### config.mk
export PLATFORM = sky130hd
export DESIGN_NAME = sram_read_aligner
export DESIGN_NICKNAME = d
export VERILOG_FILES = /design/src/rtl/sram_read_aligner.sv
export SDC_FILE = /design/constraint.sdc
export NUM_CORES = 1
export LEC_CHECK = 0
export ABC_AREA = 0
export CAP_MARGIN = 5
export CORE_MARGIN = 2
export CORE_UTILIZATION = 45
export CTS_BUF_LIST = sky130_fd_sc_hd__clkbuf_8
export DETAILED_ROUTE_END_ITERATION = 7
export MAX_ROUTING_LAYER = met4
export PLACE_DENSITY = 0.67
export SETUP_SLACK_MARGIN = 0.02
export SYNTH_ARGS = -nofsm -noshare
export SYNTH_HDL_FRONTEND = slang
export SYNTH_SLANG_ARGS = --single-unit
export TNS_END_PERCENT = 50
### constraint.sdc
create_clock -name clk -period 11 [get_ports clk]
set_input_delay 2.2 -clock clk [delete_from_list [all_inputs] [get_ports clk]]
set_output_delay 2.2 -clock clk [all_outputs]
set_load 0.1 [all_outputs]
### src/rtl/sram_read_aligner.sv
// Read-data aligner for the configurable-aspect SRAM wrapper: tags each macro read, extracts the
// addressed lane on return and queues it behind a credit-throttled FIFO. Build option: SRAM_ALIGN_ZERO_FILL_EN.
module sram_read_aligner #(
  parameter int DATA_W = 32,
  parameter int SEL_W  = $clog2(DATA_W),
  parameter int RD_LAT = 1,
  parameter int DEPTH  = 2
) (
  input  logic              clk,
  input  logic              rst,
  input  logic              req_valid,
  output logic              req_ready,
  input  logic [2:0]        req_conf,
  input  logic [SEL_W-1:0]  req_addr,
  input  logic [DATA_W-1:0] mem_dout,
  output logic              out_valid,
  input  logic              out_ready,
  output logic [DATA_W-1:0] out_data,
  output logic              out_err
);

  localparam int PTR_W = (DEPTH > 1) ? $clog2(DEPTH) : 1;
  localparam int CNT_W = $clog2(DEPTH + 1);
  localparam logic [2:0]       MAX_CONF  = 3'(SEL_W);
  localparam logic [PTR_W-1:0] LAST_PTR  = PTR_W'(DEPTH - 1);
  localparam logic [CNT_W-1:0] DEPTH_CNT = CNT_W'(DEPTH);

  logic             tag_valid_reg [RD_LAT];
  logic [2:0]       tag_conf_reg  [RD_LAT];
  logic [SEL_W-1:0] tag_addr_reg  [RD_LAT];

  logic [DATA_W-1:0] fifo_data [DEPTH];
  logic              fifo_err  [DEPTH];
  logic [PTR_W-1:0]  wr_ptr_reg, rd_ptr_reg;
  logic [CNT_W-1:0]  fifo_cnt_reg, fifo_cnt_next;
  logic [CNT_W-1:0]  count_reg, count_next;
  logic              req_ready_reg;

  logic              accept, push, pop;
  logic [2:0]        exit_conf;
  logic [SEL_W-1:0]  exit_addr;
  logic [SEL_W-1:0]  lane_mask, lane;
  logic [SEL_W:0]    width;
  logic [2*SEL_W:0]  shift;
  logic [DATA_W-1:0] field_mask, field, aligned;
  logic              aligned_err;

  assign accept    = req_valid && req_ready_reg;
  assign push      = tag_valid_reg[RD_LAT-1];
  assign exit_conf = tag_conf_reg[RD_LAT-1];
  assign exit_addr = tag_addr_reg[RD_LAT-1];
  assign out_valid = (fifo_cnt_reg != '0);
  assign pop       = out_valid && out_ready;
  assign req_ready = req_ready_reg;
  assign out_data  = out_valid ? fifo_data[rd_ptr_reg] : '0;
  assign out_err   = out_valid ? fifo_err[rd_ptr_reg] : 1'b0;

  // Tag pipeline mirrors the macro latency so the tag exits exactly when its data returns.
  always_ff @(posedge clk) begin
    if (rst) begin
      for (int i = 0; i < RD_LAT; i++) tag_valid_reg[i] <= 1'b0;
    end else begin
      tag_valid_reg[0] <= accept;
      for (int i = 1; i < RD_LAT; i++) tag_valid_reg[i] <= tag_valid_reg[i-1];
    end
    tag_conf_reg[0] <= req_conf;
    tag_addr_reg[0] <= req_addr;
    for (int i = 1; i < RD_LAT; i++) begin
      tag_conf_reg[i] <= tag_conf_reg[i-1];
      tag_addr_reg[i] <= tag_addr_reg[i-1];
    end
  end

  always_comb begin
    lane_mask   = ~({SEL_W{1'b1}} << exit_conf);
    lane        = exit_addr & lane_mask;
    width       = (SEL_W+1)'(DATA_W) >> exit_conf;
    shift       = {{(SEL_W+1){1'b0}}, lane} * {{SEL_W{1'b0}}, width};
    field_mask  = ~({DATA_W{1'b1}} << width);
    field       = (mem_dout >> shift) & field_mask;
    aligned     = mem_dout;
    aligned_err = 1'b1;
    if (exit_conf <= MAX_CONF) begin
      aligned_err = 1'b0;
`ifdef SRAM_ALIGN_ZERO_FILL_EN
      aligned = field;
`else
      // Legacy wrappers expect the bits above the field to pass through untouched.
      aligned = field | (mem_dout & ~field_mask);
`endif
    end
  end

  always_ff @(posedge clk) begin
    if (push) begin
      fifo_data[wr_ptr_reg] <= aligned;
      fifo_err[wr_ptr_reg]  <= aligned_err;
    end
  end

  always_comb begin
    fifo_cnt_next = fifo_cnt_reg;
    case ({push, pop})
      2'b10:   fifo_cnt_next = fifo_cnt_reg + 1'b1;
      2'b01:   fifo_cnt_next = fifo_cnt_reg - 1'b1;
      default: fifo_cnt_next = fifo_cnt_reg;
    endcase
    count_next = count_reg;
    case ({accept, pop})
      2'b10:   count_next = count_reg + 1'b1;
      2'b01:   count_next = count_reg - 1'b1;
      default: count_next = count_reg;
    endcase
  end

  // Credits cover both in-flight tags and stored results, so a push never meets a full FIFO.
  always_ff @(posedge clk) begin
    if (rst) begin
      wr_ptr_reg    <= '0;
      rd_ptr_reg    <= '0;
      fifo_cnt_reg  <= '0;
      count_reg     <= '0;
      req_ready_reg <= 1'b1;
    end else begin
      if (push) wr_ptr_reg <= (wr_ptr_reg == LAST_PTR) ? '0 : wr_ptr_reg + 1'b1;
      if (pop)  rd_ptr_reg <= (rd_ptr_reg == LAST_PTR) ? '0 : rd_ptr_reg + 1'b1;
      fifo_cnt_reg  <= fifo_cnt_next;
      count_reg     <= count_next;
      req_ready_reg <= (count_next < DEPTH_CNT);
    end
  end

endmodule

==> summary.txt <==
Logic synthesis
  – Post-synthesis adder-cell area fraction: 8.17%
  – Main synth FF type: edfxtp_1
  – Simple-gate share of the synthesized area: 13.1%
  – EDFF count, synth: 66
  – Post-synthesis compound-gate area fraction: 11.1%
  – YS warnings: 0
  – Post-synthesis mux area share: 22.2%
  – Sequential element share of the synthesized area: 37.7%
  – Post-Syn Area per Cell: 10.8 sq um
  – Combinational family with the most area after synthesis: multiplexers
  – Synthesized area: 6160 sq um
  – Cells after Synth: 568
  – Seq cells post-synth: 83
  – Ys async rst share: 0%
  – Xor/xnor share of the synthesized area: 1.42%
  – Yosys cell types: 72

Routing
  – Remaining DRCs: 0
  – DR vias: 4818
  – Initial DRC count: 429
  – Drt total wl: 15600 um
  – Average wire per standard cell: 18.9 um
  – Drt first pass iters: 6
  – Routed Antenna Nets: 0
  – Routed vias/inst: 5.86

Power
  – Leak: 0.00299 uW
  – Part of the power in registers: 27.7%
  – PD cells: 209 nW/um^2
  – Net Sw Power: 765 uW
  – Gate power share: 58.5%
  – Clock network power share: 13.8%
  – Cell Int Power: 732 uW
  – Max IR drop VDD: 0.000112 V
  – Net Sw Frac: 51.1%

GRT
  – Vias in the first global route: 4640
  – Top Usage Layer GRT: met2
  – Largest net degree at the start of global routing: 37
  – GRT Total Usage: 22.3%
  – Met3 GRT Util: 3.95%
  – Total global routing overflow: 0
  – Met2 GRT Util: 33.1%
  – Initial antenna violation count: 0
  – Met1 Resource Use GR: 31.0%
  – First-pass GRT wire length: 24600 um

Setup path
  – Setup CP Type: flop to flop
  – CP max FO: 19
  – CP Launch Type: flop
  – Worst reg2reg setup slack: 5380 ps
  – Critical Path AT: 5660 ps
  – Req. time, crit path: 11030 ps
  – CP endpoint kind: flop

STA
  – Tmin final: 5620 ps
  – Clock Skews: 10.5 ps
  – Final hold vios: 0
  – Worst Tran Pin Value: 1010 ps
  – Fin Setup TNS: 0 ps
  – Max Clk Rate: 178 MHz
  – Final Cycle Share: 51.1%
  – Setup violators final: 0
  – Slew HR: 32.4%
  – Max Transition Viols Final: 0
  – Unrepaired setup endpoints after global routing: no

Clock tree
  – H-tree depth: 3
  – Post-CTS setup buffer count: 0
  – Clock tree sinks: 83
  – Clk slew on worst S/H paths: 80 ps
  – CTS max path bufs: 2
  – Num CTS Buffers: 9
  – Clk Latency, worst-skew pair: 340 ps
  – TritonCTS clock tree: yes
  – Hold buffer count at cts: 0
  – Post-CTS sizing: 0
  – Clk root buf: clkbuf_8

Floorplan
  – I/O pin count: 79
  – Rows: 42
  – Die area: 14600 sq um
  – Initial core utilization: 46.3%
  – Core Area: 13300 sq um
  – Die width: 121 um
  – DIE HEIGHT: 121 um

Placed design
  – Routability cong.: 0.986
  – Port bufs: 78
  – HPWL Detailed: 11800 um

Final layout
  – Net count, final: 718
  – Inserted Diodes: 0
  – Final Util: 54.0%
  – Max FFs per register: 64
  – Fraction of layout cells with a size suffix above 1: 8.51%
  – Area grow syn2layout: 16.5%

Worst hold path
  – Hold WC Path Type: flop to flop

Run
  – Max Cap Viol: 0

Outcome
  – Status: finished clean
-- cells in the final DEF, fill, tap and decap left out, types with 7 or more instances in the layout --
master	count
a21oi_1	21
and2_1	10
and3_1	8
buf_4	7
clkbuf_8	10
clkdlybuf4s50_1	78
conb_1	15
dfxtp_1	16
edfxtp_1	66
fa_1	12
ha_1	21
inv_1	25
mux2_2	7
mux2i_1	88
mux4_2	10
nand2_1	45
nand3_1	10
nor2_1	66
o21ai_0	10
o31ai_1	14
-- worst max-delay path: stages (launching register included) --
cell,delay [ps]
dfxtp_1,680
or4bb_2,610
fa_1,510
fa_1,520
fa_1,550
inv_1,40
ha_1,360
o21ai_0,150
nor2_1,210
nor2_1,140
a211oi_1,290
nand2_1,420
o41ai_1,830
-- layer usage --
metal,vias up,part of all wire (%)
li1,2256,-
met1,2364,46
met2,175,46
met3,23,6.3
met4,0,2.1
met5,-,0
-- Yosys cell counts (4+ instances only) --
cell type / instances / share of area (%)
nand2_1: 45 / 2.7
o31ai_1: 14 / 1.7
a211oi_1: 5 / 0.61
mux2i_1: 88 / 14
and3_1: 8 / 0.81
ha_1: 21 / 4.3
a21oi_1: 21 / 1.7
mux2_2: 7 / 1.3
edfxtp_1: 66 / 32
o22ai_1: 4 / 0.41
buf_6: 5 / 0.91
a32o_1: 5 / 0.81
clkbuf_8: 6 / 1.3
clkbuf_1: 17 / 1.0
and2_1: 10 / 1.0
a32oi_1: 4 / 0.57
mux4_2: 10 / 3.7
inv_1: 24 / 1.5
xnor2_1: 6 / 0.85
dfxtp_1: 17 / 5.5
nand3_1: 10 / 0.81
nor2_1: 68 / 4.1
xor2_1: 4 / 0.57
nor3_1: 5 / 0.41
fa_1: 12 / 3.9
nor3b_1: 4 / 0.49
o21ai_0: 10 / 0.81
mux4_1: 6 / 2.6
-- stage by stage --
stage,std cells,setup WS (ps),hold slack (ps),power [uW],cell area (sq um)
after floorplan,581,6400,459,1100,6210
after global placement,806,5610,469,1280,6980
after CTS,822,5400,494,1500,7180
after detailed placement,806,5430,477,1290,6980
final,822,5380,485,1500,7180
after global routing,822,5040,521,1560,7180
-- cell type report --
class                      instances  area [sq um]
fill                            1193          6120
sequential                        83          2320
multi-input combinational        437          3510
timing repair buffer              85           833
clock inverter                     6          55.1
inverter                          25          93.8
tap                              176           220
clock buffer                      10           138
-- cell families after synthesis --
logic type	count (synthesis)
simple gates	169
mux	113
compound gates	97
flops	83
buf+inv	61
fa+ha+maj	33
xor+xnor	10
other cells	2
-- power by group through the flow --
| stage | Clock (uW) | Combinational (uW) | Sequential [uW] |
|---|---|---|---|
| finish | 207 | 875 | 415 |
| global route | 225 | 919 | 420 |
| CTS | 213 | 868 | 416 |
| detailed placement | 0 | 866 | 423 |
| global placement | 0 | 860 | 421 |
| floorplan | 0 | 687 | 410 |
-- path summary, 6_finish.rpt --
check,from,to,cells after the start
hold / removal,req_ready,tag_valid_reg[0],2
setup / recovery,tag_conf_reg[0][2],fifo_data[1][26],12
hold reg to reg,req_ready,tag_valid_reg[0],2
setup reg to reg,tag_conf_reg[0][2],fifo_data[1][26],12
Power figures use the tool's default switching activity.
